--- config.mk ---
export PLATFORM = sky130hd
export DESIGN_NAME = hi_lo_muldiv_unit_flat
export DESIGN_NICKNAME = d
export VERILOG_FILES = /design/src/rtl/hi_lo_muldiv_unit_if.sv /design/src/rtl/hi_lo_muldiv_unit.sv /design/src/flat_wrapper.sv
export SDC_FILE = /design/constraint.sdc
export NUM_CORES = 1
export LEC_CHECK = 0
export CAP_MARGIN = 20
export CORE_MARGIN = 3
export CORE_UTILIZATION = 35
export CTS_BUF_LIST = sky130_fd_sc_hd__clkbuf_8
export DETAILED_ROUTE_END_ITERATION = 8
export PLACE_DENSITY_LB_ADDON = 0.1
export SLEW_MARGIN = 15
export SYNTH_ARGS = -nofsm -noshare
export SYNTH_HDL_FRONTEND = slang
export SYNTH_SLANG_ARGS = --single-unit
--- constraint.sdc ---
create_clock -name clk -period 5.3 [get_ports clk]
set_input_delay 0.795 -clock clk [delete_from_list [all_inputs] [get_ports clk]]
set_output_delay 0.795 -clock clk [all_outputs]
set_load 0.005 [all_outputs]
--- src/rtl/hi_lo_muldiv_unit_if.sv ---
// Request/result bundle between the execute stage and the HI/LO multiply/divide unit.
interface hi_lo_muldiv_unit_if;
    logic        start;
    logic [5:0]  funct;
    logic [31:0] operand_a;
    logic [31:0] operand_b;
    logic [31:0] hi;
    logic [31:0] lo;
    logic        busy;
    logic        done;

    modport master (
        output start, funct, operand_a, operand_b,
        input  hi, lo, busy, done
    );

    modport slave (
        input  start, funct, operand_a, operand_b,
        output hi, lo, busy, done
    );
endinterface

--- src/rtl/hi_lo_muldiv_unit.sv ---
// Iterative MULT/MULTU/DIV/DIVU engine owning the HI/LO registers, plus MTHI/MTLO writes.
// Optional MULDIV_SINGLE_CYCLE_MULT_EN: multiplies complete combinationally in one cycle.
module hi_lo_muldiv_unit (
    input  logic                  clk,
    input  logic                  reset_n,
    hi_lo_muldiv_unit_if.slave    bus
);

    localparam logic [5:0] FN_MULT  = 6'b011000;
    localparam logic [5:0] FN_MULTU = 6'b011001;
    localparam logic [5:0] FN_DIV   = 6'b011010;
    localparam logic [5:0] FN_DIVU  = 6'b011011;
    localparam logic [5:0] FN_MTHI  = 6'b010001;
    localparam logic [5:0] FN_MTLO  = 6'b010011;

    typedef enum logic [1:0] {
        ST_IDLE   = 2'd0,
        ST_RUN    = 2'd1,
        ST_FINISH = 2'd2
    } state_t;

    function automatic logic [31:0] mag32(input logic [31:0] v, input logic sgn);
        logic [31:0] r;
        if (sgn && v[31]) begin
            r = ~v + 32'd1;
        end else begin
            r = v;
        end
        return r;
    endfunction

    function automatic logic [31:0] neg32(input logic [31:0] v);
        return ~v + 32'd1;
    endfunction

    function automatic logic [63:0] neg64(input logic [63:0] v);
        return ~v + 64'd1;
    endfunction

`ifdef MULDIV_SINGLE_CYCLE_MULT_EN
    function automatic logic [63:0] mul64(input logic [31:0] a, input logic [31:0] b,
                                          input logic sgn);
        logic [63:0] ea;
        logic [63:0] eb;
        if (sgn) begin
            ea = {{32{a[31]}}, a};
            eb = {{32{b[31]}}, b};
        end else begin
            ea = {32'd0, a};
            eb = {32'd0, b};
        end
        return ea * eb;
    endfunction
`endif

    state_t      state_r;
    state_t      state_nxt;
    logic [4:0]  cnt_r;
    logic [63:0] work_r;
    logic [32:0] rem_r;
    logic [31:0] addend_r;
    logic        op_div_r;
    logic        neg_q_r;
    logic        neg_r_r;
    logic        div_zero_r;
    logic [31:0] hi_r;
    logic [31:0] lo_r;
    logic        busy_r;
    logic        done_r;

    logic        is_mul_s;
    logic        is_div_s;
    logic        is_signed_s;
    logic        is_mthi_s;
    logic        is_mtlo_s;
    logic        accept_s;
    logic        start_iter_s;
    logic        fast_mul_s;
    logic [63:0] fast_prod_s;
    logic [31:0] mag_a_s;
    logic [31:0] mag_b_s;

    logic [32:0] mul_sum_s;
    logic [63:0] mul_nxt_s;
    logic [32:0] div_shift_s;
    logic [32:0] div_diff_s;
    logic [32:0] rem_nxt_s;
    logic [31:0] quo_nxt_s;
    logic [63:0] prod_fin_s;
    logic [31:0] quo_fin_s;
    logic [31:0] rem_fin_s;

    assign bus.hi   = hi_r;
    assign bus.lo   = lo_r;
    assign bus.busy = busy_r;
    assign bus.done = done_r;

    // Decode the funct field into operation classes.
    always_comb begin
        is_mul_s    = 1'b0;
        is_div_s    = 1'b0;
        is_signed_s = 1'b0;
        is_mthi_s   = 1'b0;
        is_mtlo_s   = 1'b0;
        case (bus.funct)
            FN_MULT: begin
                is_mul_s    = 1'b1;
                is_signed_s = 1'b1;
            end
            FN_MULTU: is_mul_s = 1'b1;
            FN_DIV: begin
                is_div_s    = 1'b1;
                is_signed_s = 1'b1;
            end
            FN_DIVU:  is_div_s  = 1'b1;
            FN_MTHI:  is_mthi_s = 1'b1;
            FN_MTLO:  is_mtlo_s = 1'b1;
            default: begin
                is_mul_s = 1'b0;
            end
        endcase
    end

    // Requests are only honoured while idle; anything arriving while busy is dropped.
    assign accept_s = bus.start & (state_r == ST_IDLE);
    assign mag_a_s  = mag32(bus.operand_a, is_signed_s);
    assign mag_b_s  = mag32(bus.operand_b, is_signed_s);

`ifdef MULDIV_SINGLE_CYCLE_MULT_EN
    assign start_iter_s = accept_s & is_div_s;
    assign fast_mul_s   = accept_s & is_mul_s;
    assign fast_prod_s  = mul64(bus.operand_a, bus.operand_b, is_signed_s);
`else
    assign start_iter_s = accept_s & (is_mul_s | is_div_s);
    assign fast_mul_s   = 1'b0;
    assign fast_prod_s  = 64'd0;
`endif

    // Next-state logic for the IDLE/RUN/FINISH sequencer.
    always_comb begin
        state_nxt = state_r;
        case (state_r)
            ST_IDLE: begin
                if (start_iter_s) begin
                    state_nxt = ST_RUN;
                end else begin
                    state_nxt = ST_IDLE;
                end
            end
            ST_RUN: begin
                if (cnt_r == 5'd0) begin
                    state_nxt = ST_FINISH;
                end else begin
                    state_nxt = ST_RUN;
                end
            end
            ST_FINISH: state_nxt = ST_IDLE;
            default:   state_nxt = ST_IDLE;
        endcase
    end

    // One shift-add step (low half of work_r holds the remaining multiplier bits)
    // and one restoring-division step (low half of work_r shifts dividend out, quotient in).
    always_comb begin
        mul_sum_s = {1'b0, work_r[63:32]} + {1'b0, addend_r};
        if (work_r[0]) begin
            mul_nxt_s = {mul_sum_s, work_r[31:1]};
        end else begin
            mul_nxt_s = {1'b0, work_r[63:1]};
        end
        div_shift_s = {rem_r[31:0], work_r[31]};
        div_diff_s  = div_shift_s - {1'b0, addend_r};
        if (div_diff_s[32]) begin
            rem_nxt_s = div_shift_s;
            quo_nxt_s = {work_r[30:0], 1'b0};
        end else begin
            rem_nxt_s = div_diff_s;
            quo_nxt_s = {work_r[30:0], 1'b1};
        end
    end

    // Sign correction; a zero divisor leaves the dividend as remainder and forces all-ones quotient.
    always_comb begin
        if (neg_q_r) begin
            prod_fin_s = neg64(work_r);
        end else begin
            prod_fin_s = work_r;
        end
        if (div_zero_r) begin
            quo_fin_s = 32'hFFFF_FFFF;
        end else if (neg_q_r) begin
            quo_fin_s = neg32(work_r[31:0]);
        end else begin
            quo_fin_s = work_r[31:0];
        end
        if (neg_r_r) begin
            rem_fin_s = neg32(rem_r[31:0]);
        end else begin
            rem_fin_s = rem_r[31:0];
        end
    end

    // State register.
    always_ff @(posedge clk) begin
        if (!reset_n) begin
            state_r <= ST_IDLE;
        end else begin
            state_r <= state_nxt;
        end
    end

    // Datapath, HI/LO registers and status flags.
    always_ff @(posedge clk) begin
        if (!reset_n) begin
            cnt_r      <= 5'd0;
            work_r     <= 64'd0;
            rem_r      <= 33'd0;
            addend_r   <= 32'd0;
            op_div_r   <= 1'b0;
            neg_q_r    <= 1'b0;
            neg_r_r    <= 1'b0;
            div_zero_r <= 1'b0;
            hi_r       <= 32'd0;
            lo_r       <= 32'd0;
            busy_r     <= 1'b0;
            done_r     <= 1'b0;
        end else begin
            busy_r <= (state_nxt != ST_IDLE);
            done_r <= 1'b0;
            case (state_r)
                ST_IDLE: begin
                    if (start_iter_s) begin
                        cnt_r      <= 5'd31;
                        rem_r      <= 33'd0;
                        op_div_r   <= is_div_s;
                        neg_q_r    <= is_signed_s & (bus.operand_a[31] ^ bus.operand_b[31]);
                        neg_r_r    <= is_signed_s & bus.operand_a[31];
                        div_zero_r <= is_div_s & (bus.operand_b == 32'd0);
                        if (is_div_s) begin
                            work_r   <= {32'd0, mag_a_s};
                            addend_r <= mag_b_s;
                        end else begin
                            work_r   <= {32'd0, mag_b_s};
                            addend_r <= mag_a_s;
                        end
                    end else if (fast_mul_s) begin
                        hi_r   <= fast_prod_s[63:32];
                        lo_r   <= fast_prod_s[31:0];
                        done_r <= 1'b1;
                    end else if (accept_s && is_mthi_s) begin
                        hi_r <= bus.operand_a;
                    end else if (accept_s && is_mtlo_s) begin
                        lo_r <= bus.operand_a;
                    end
                end
                ST_RUN: begin
                    if (cnt_r != 5'd0) begin
                        cnt_r <= cnt_r - 5'd1;
                    end
                    if (op_div_r) begin
                        rem_r        <= rem_nxt_s;
                        work_r[31:0] <= quo_nxt_s;
                    end else begin
                        work_r <= mul_nxt_s;
                    end
                end
                ST_FINISH: begin
                    done_r <= 1'b1;
                    if (op_div_r) begin
                        hi_r <= rem_fin_s;
                        lo_r <= quo_fin_s;
                    end else begin
                        hi_r <= prod_fin_s[63:32];
                        lo_r <= prod_fin_s[31:0];
                    end
                end
                default: begin
                    done_r <= 1'b0;
                end
            endcase
        end
    end

endmodule

--- src/flat_wrapper.sv ---
// flat-port wrapper written by rule: the top's interface ports become plain ports
module hi_lo_muldiv_unit_flat 
  (clk, reset_n, bus_start, bus_funct, bus_operand_a, bus_operand_b, bus_hi, bus_lo, bus_busy, bus_done);
  hi_lo_muldiv_unit_if bus_i ();
  input  logic clk;
  input  logic reset_n;
  input wire logic [$bits(bus_i.start)-1:0] bus_start;
  input wire logic [$bits(bus_i.funct)-1:0] bus_funct;
  input wire logic [$bits(bus_i.operand_a)-1:0] bus_operand_a;
  input wire logic [$bits(bus_i.operand_b)-1:0] bus_operand_b;
  output wire logic [$bits(bus_i.hi)-1:0] bus_hi;
  output wire logic [$bits(bus_i.lo)-1:0] bus_lo;
  output wire logic [$bits(bus_i.busy)-1:0] bus_busy;
  output wire logic [$bits(bus_i.done)-1:0] bus_done;
  assign bus_i.start = bus_start;
  assign bus_i.funct = bus_funct;
  assign bus_i.operand_a = bus_operand_a;
  assign bus_i.operand_b = bus_operand_b;
  assign bus_hi = bus_i.hi;
  assign bus_lo = bus_i.lo;
  assign bus_busy = bus_i.busy;
  assign bus_done = bus_i.done;
  hi_lo_muldiv_unit u_core (.clk(clk), .reset_n(reset_n), .bus(bus_i));
endmodule
==> key figures, run 1 <==
Critical path
  • Reg2reg end: u_core.rem_r[6]
  • CP Capture Type: flop
  • Reg2Reg Launch Point: u_core.work_r[31]
  • Crit Path Class: reg -> reg
  • Critical Path AT: 4.35 ns
  • Critical path peak fanout: 38
  • Top delay family on crit path: compound AO/OA/AOI/OAI gates
  • Slowest cell delay on critical path: 0.54 ns
  • CP dominant cell by count: buf_4
  • CP max-delay cell: buf_4
  • Buf+Inv Stages, Crit Path: 3
  • Crit path launch type: flop
  • CP Data Required Time: 5.78 ns
  • Flop2flop setup slack: 1.43 ns
  • Depth of the most critical reg-to-reg path: 14
  • Critical-path cell list: buf_4, inv_1, ha_1, fa_1, nor2b_1, o211ai_1, a21oi_1, a41oi_1, a31oi_1, a211oi_1, a211oi_4, buf_4, mux2i_1, o21ai_0

Timing
  • Final period utilization: 0.731
  • Crit path time final: 3.87 ns
  • Relative slew margins: 0.298
  • RSZ-0062 raised after global routing: false
  • Final-report max-slew violation count: 0
  • FMAX: 258 MHz
  • Final Hold Vio Count: 0
  • Setup TNS: 0 ns
  • Worst-Margin Slew: 1.05 ns
  • Final Setup Violations: 0
  • Worst clock skew: 0.0217 ns

Clock tree
  • Hold_buf cts: 0
  • Clock transition at path regs: 0.06 ns
  • Root Driver: clkbuf_8
  • H-tree depth: 2
  • CTS tree: done
  • Clk_lat worst skew: 0.62 ns
  • CTS resizes: 0
  • Cts bufs inserted: 42
  • Setup Fix Bufs, Post-CTS: 0
  • Sink Count: 205
  • CTS Buffer Depth: 3

Worst hold path
  • Type of the tightest min-delay check: reg -> reg
  • Hold depth: 2
  • Hold Crit Endpoint: u_core.bus.hi[0]
  • Hold Crit Start: u_core.bus.hi[0]

Job
  • Max-Cap Viols: 0

Cells and area
  • Post-Layout Inst Area: 19,300 um^2
  • Diodes inserted: 0
  • Total Nets Final: 2,410
  • Area growth from synthesis to layout: 16.0%
  • Proportion of layout cells with a drive suffix above 1: 0.0597

Place
  • I/O Buffers: 138
  • DP Area: 18,400 um^2
  • GPL Wtd Cong: 0.952
  • Post-DP HPWL: 55,100 um

Yosys
  • FF+latch count, synth: 205
  • Unique cell type count in the Yosys netlist: 81
  • Mean Syn Cell Area: 7.51 um^2
  • Netlist Area Pre-Place: 16,600 um^2
  • Post-Syn Nets: 2,356
  • Cell taking the most area after synthesis: dfxtp_1
  • Synth top area cells: dfxtp_1 (25%), xnor2_1 (6.0%), nand2_1 (5.7%), ha_1 (5.2%), a21oi_1 (5.2%)
  • Top_reg_cell synth: dfxtp_1
  • Yosys warnings: 0
  • Top cell type's share of synthesized area: 0.247
  • Synth Instances: 2,212
  • Post-synthesis sequential area ratio: 0.247
  • Fraction of registers with async set/reset: 0
  • Post-synth EDFFs: 0

Route
  • DRC errors left: 0
  • WL final: 71,800 um
  • Via count: 17,264
  • Antenna Nets Post-Route: 0
  • Vias per cell: 5.95
  • Drt pass-1 iters: 8
  • Detailed Route Iter0 Violations: 1,469
  • Routed wire per std cell: 24.7 um

Die
  • I/O pins: 139
  • Die area: 50,100 um^2
  • Initial core utilization: 0.355
  • Die width: 224 um
  • Standard-cell rows: 79
  • Vert. Die Dim: 224 um
  • Core area: 46,800 um^2

Power and ir drop
  • P_leak: 0.00757 uW
  • Peak supply drop: 147 uV
  • Pwr/cell area: 208 nW/um^2

Global routing
  • GR Util All Layers: 0.278
  • First-pass GRT wire length: 105,000 um
  • Initial antenna violation count: 0
  • Largest net degree at the start of global routing: 79
  • Vias in the first global route: 16,449
  • Total gr overflow: 0

Outcome
  • Outcome: finished, final reports clean
## state kept, by name (all words and copies together), names as in the netlist
register and cells:
u_core.state_r 2, u_core.bus.done 1, u_core.neg_r_r 1, u_core.rem_r 32, u_core.cnt_r 5, u_core.bus.lo 32, u_core.op_div_r 1, u_core.bus.hi 32
u_core.div_zero_r 1, u_core.bus.busy 1, u_core.addend_r 32, u_core.neg_q_r 1, u_core.work_r 64
## cells by family (layout without fill, tap and decap cells)
logic type,after synthesis,count (layout),share of synthesized area
AND/OR/NAND/NOR,682,682,0.197
multiplexers,70,70,0.0425
flip-flops,205,205,0.247
AO/OA/AOI/OAI,750,750,0.300
adder cells (fa/ha/maj),71,71,0.0544
XOR/XNOR,202,202,0.107
buffers and inverters,232,315,0.0530
## layout make-up
class / count / area, um^2
Tap cell: 607 / 759
Sequential cell: 205 / 4110
Fill cell: 4875 / 27500
Clock buffer: 53 / 729
Inverter: 71 / 267
Clock inverter: 20 / 114
Multi-Input combinational cell: 1775 / 11700
Timing Repair Buffer: 171 / 1620
## metal layers
metal | share of wire | track usage | vias to the layer above
li1 | - | - | 8143
met1 | 0.42 | 0.350 | 8354
met2 | 0.47 | 0.468 | 603
met3 | 0.063 | 0.0512 | 164
met4 | 0.047 | 0.118 | 0
met5 | 0 | 0 | -
## worst max-delay path by stage
stage	startpoint	to	slack, ns	depth (start not counted)
6_report	u_core.work_r[31]	u_core.rem_r[6]	1.43	14
5_1_grt	u_core.work_r[31]	u_core.rem_r[6]	1.17	14
4_1_cts	u_core.work_r[31]	u_core.rem_r[0]	1.41	14
3_5_place_dp	bus_operand_a[8]	u_core.work_r[27]	1.18	10
3_3_place_gp	bus_operand_a[8]	u_core.work_r[27]	1.23	10
2_1_floorplan	u_core.work_r[31]	u_core.rem_r[28]	2.14	14
## synthesized netlist by cell type, drive strengths merged (43+ instances only)
cell type / instances
a21oi: 172
o21ai: 176
o211ai: 66
nand2: 253
a21boi: 61
clkbuf: 145
inv: 69
nor3: 43
xnor2: 114
xor2: 88
mux2i: 66
nor2: 149
ha: 69
nand3: 59
dfxtp: 205
## worst min-delay path: cells and delay by family, from the launching register on
kind / cells / cell delay (ns)
flops: 1 / 0.31
simple gates: 2 / 0.11
## layout by cell type, fill, tap and decap left out, types with 58 or more instances in the layout
cell type        count
a21boi_0            59
a21oi_1            172
clkdlybuf4s50_1    136
dfxtp_1            203
ha_1                69
inv_1               83
mux2i_1             66
nand2_1            253
nand3_1             58
nor2_1             146
o211ai_1            66
o21ai_0            170
xnor2_1            114
xor2_1              88
## power by group
group	switching, uW	internal [uW]
sequential	47.8	1560
combinational	407	265
clock	785	942
## per-stage QoR
| step | total power (uW) | util | setup slack, ns | hold slack [ns] | cells |
|---|---|---|---|---|---|
| after floorplan | 2030 | - | 2.14 | 0.450 | 2212 |
| after global placement | 2310 | 0.394 | 1.23 | 0.448 | 2828 |
| after detailed placement | 2310 | 0.394 | 1.18 | 0.454 | 2829 |
| after CTS | 4050 | 0.412 | 1.41 | 0.464 | 2902 |
| after global routing | 4160 | 0.412 | 1.17 | 0.486 | 2902 |
| final | 4010 | 0.412 | 1.43 | 0.458 | 2902 |
Power figures use the tool's default switching activity.
==> run 2, diff against run 1 <==
==> constraint.sdc (replaced) <==
create_clock -name clk -period 3.5 [get_ports clk]
set_input_delay 0.525 -clock clk [delete_from_list [all_inputs] [get_ports clk]]
set_output_delay 0.525 -clock clk [all_outputs]
set_load 0.005 [all_outputs]
==> run 2 against run 1 <==
Compared with the run above:
- sequential share of layout area is 1.3 points lower
- die area is the same
- critical path depth stayed put
- cell count increased by 5.5%
- fmax is 16% higher
- count of clock-buffer cells in the layout down 3
- critical path type unchanged
- critical endpoint is now u_core.rem_r[8]
==> key figures, run 2 (synthesis gave the netlist of run 1 again) <==
Timing
  • Worst-Margin Slew: 0.897 ns
  • Crit path time final: 3.33 ns
  • Final-report max-slew violation count: 0
  • Final Setup Violations: 0
  • FMAX: 300 MHz
  • Worst clock skew: 0.0223 ns
  • RSZ-0062 raised after global routing: false
  • Final Hold Vio Count: 0
  • Relative slew margins: 0.386
  • Setup ws final: 0.169 ns
  • Final period utilization: 0.952

Power and ir drop
  • Sequential share of power: 0.394
  • P_sw: 1910 uW
  • Clk pwr share: 0.416
  • Logic pwr share: 0.190
  • P_leak: 0.00838 uW
  • Peak supply drop: 216 uV
  • Sw frac: 0.312
  • Pwr/cell area: 299 nW/um^2
  • P_int: 4210 uW

Critical path
  • Crit Path Class: reg -> reg
  • CP dominant cell by count: buf_4
  • Reg2Reg Launch Point: u_core.addend_r[2]
  • CP max-delay cell: o211ai_1
  • Critical Path AT: 3.81 ns
  • CP Data Required Time: 3.97 ns
  • Slowest cell delay on critical path: 0.39 ns
  • CP Capture Type: flop
  • Critical-path cell list: inv_1, ha_1, nor2b_1, o211ai_1, a21oi_2, a41oi_2, a31oi_1, buf_4, buf_4, a21o_1, a211oi_4, buf_12, mux2i_1, o21ai_0
  • Critical path peak fanout: 27
  • Crit path launch type: flop
  • Crit. Startpoint: u_core.addend_r[2]

Route
  • Via count: 17,833
  • Vias per cell: 5.82
  • Antenna Nets Post-Route: 0
  • DRC errors left: 0
  • Detailed Route Iter0 Violations: 1,425
  • WL final: 74,300 um
  • Drt pass-1 iters: 5
  • Routed wire per std cell: 24.3 um

Global routing
  • GR Util All Layers: 0.290
  • Total gr overflow: 0
  • First-pass GRT wire length: 110,000 um
  • Vias in the first global route: 17,385
  • Initial antenna violation count: 2
  • Largest net degree at the start of global routing: 58

Die
  • Standard-cell rows: 79
  • Die width: 224 um
  • Initial core utilization: 0.355
  • I/O pins: 139
  • Core area: 46,800 um^2
  • Vert. Die Dim: 224 um
  • Die area: 50,100 um^2

Clock tree
  • CTS resizes: 0
  • Root Driver: clkbuf_8
  • Clk_lat worst skew: 0.62 ns
  • Hold_buf cts: 0
  • Cts bufs inserted: 40
  • CTS Buffer Depth: 3
  • Setup Fix Bufs, Post-CTS: 0
  • H-tree depth: 2
  • Clock transition at path regs: 0.06 ns
  • Sink Count: 205
  • CTS tree: done

Cells and area
  • Area growth from synthesis to layout: 23.4%
  • Most frequent cells in the layout: nand2_1 (253), dfxtp_1 (202), buf_4 (193), a21oi_1 (171), o21ai_0 (170)
  • Leading cell type in the layout, fill and taps excluded: nand2_1
  • Diodes inserted: 0
  • Most flop-heavy register: u_core.work_r
  • Total Nets Final: 2,569
  • Proportion of layout cells with a drive suffix above 1: 0.122
  • Final Non-Filler Cells: 3,062
  • Max reg flops: 64

Worst hold path
  • Type of the tightest min-delay check: in -> reg
  • Hold Crit Start: reset_n

Place
  • Post-DP HPWL: 57,700 um
  • I/O Buffers: 138
  • GPL Wtd Cong: 0.991
  • Cells after DPL: 2,990
  • DP Worst Slack: -0.0466 ns

Job
  • Max-Cap Viols: 0

Outcome
  • Outcome: finished, final reports clean
[run 2: changes by cell type in the layout (fill, tap and decap cells not counted), sizes merged]
| cell | before | now |
|---|---|---|
| inv | 83 | 84 |
| clkinvlp | 1 | 2 |
| clkbuf | 53 | 50 |
| buf | 35 | 196 |
[run 2: cell type report]
type	instances	area, um^2
Fill cell	4831	26300
Clock inverter	22	121
Timing Repair Buffer	332	2860
Sequential cell	205	4110
Inverter	71	267
Tap cell	607	759
Clock buffer	50	688
Multi-Input combinational cell	1775	11700
[run 2: stage by stage]
| stage | hold WS (ns) | total power, uW | cell area (um^2) | setup TNS, ns | util |
|---|---|---|---|---|---|
| after floorplan | 0.450 | 3080 | 16600 | 0 | - |
| after global placement | 0.451 | 3600 | 19700 | -0.0866 | 0.420 |
| after detailed placement | 0.454 | 3610 | 19700 | -0.0600 | 0.420 |
| after CTS | 0.364 | 6170 | 20500 | 0 | 0.438 |
| after global routing | 0.400 | 6350 | 20500 | 0 | 0.438 |
| final | 0.427 | 6120 | 20500 | 0 | 0.438 |
[run 2: worst paths after layout]
path	end	slack (ns)	cells after the start
max reg2reg	u_core.rem_r[8]	0.17	14
min reg2reg	u_core.bus.hi[2]	0.46	2
min	u_core.work_r[41]	0.43	3
max	u_core.rem_r[8]	0.17	14
[run 2: per-layer routing]
layer | track usage | vias up | wire length (um)
li1 | - | 8470 | -
met1 | 0.373 | 8619 | 32200
met2 | 0.490 | 593 | 34800
met3 | 0.0363 | 149 | 3970
met4 | 0.123 | 2 | 3280
met5 | 0 | - | 16
[run 2: worst max-delay path: cells and delay by family, from the launching register on]
family                   cells  cell delay (ns)
buffers and inverters        4             0.63
flip-flops                   1             0.36
AND/OR/NAND/NOR              1             0.16
adder cells (fa/ha/maj)      1             0.30
multiplexers                 1             0.21
AO/OA/AOI/OAI                7             1.48
[run 2: power groups by stage]
stage	logic, uW	clock network (uW)	registers [uW]
2_1_floorplan	636	0	2440
3_3_place_gp	1140	0	2460
3_5_place_dp	1150	0	2460
4_1_cts	1150	2610	2410
5_1_grt	1240	2690	2410
6_report	1160	2550	2410
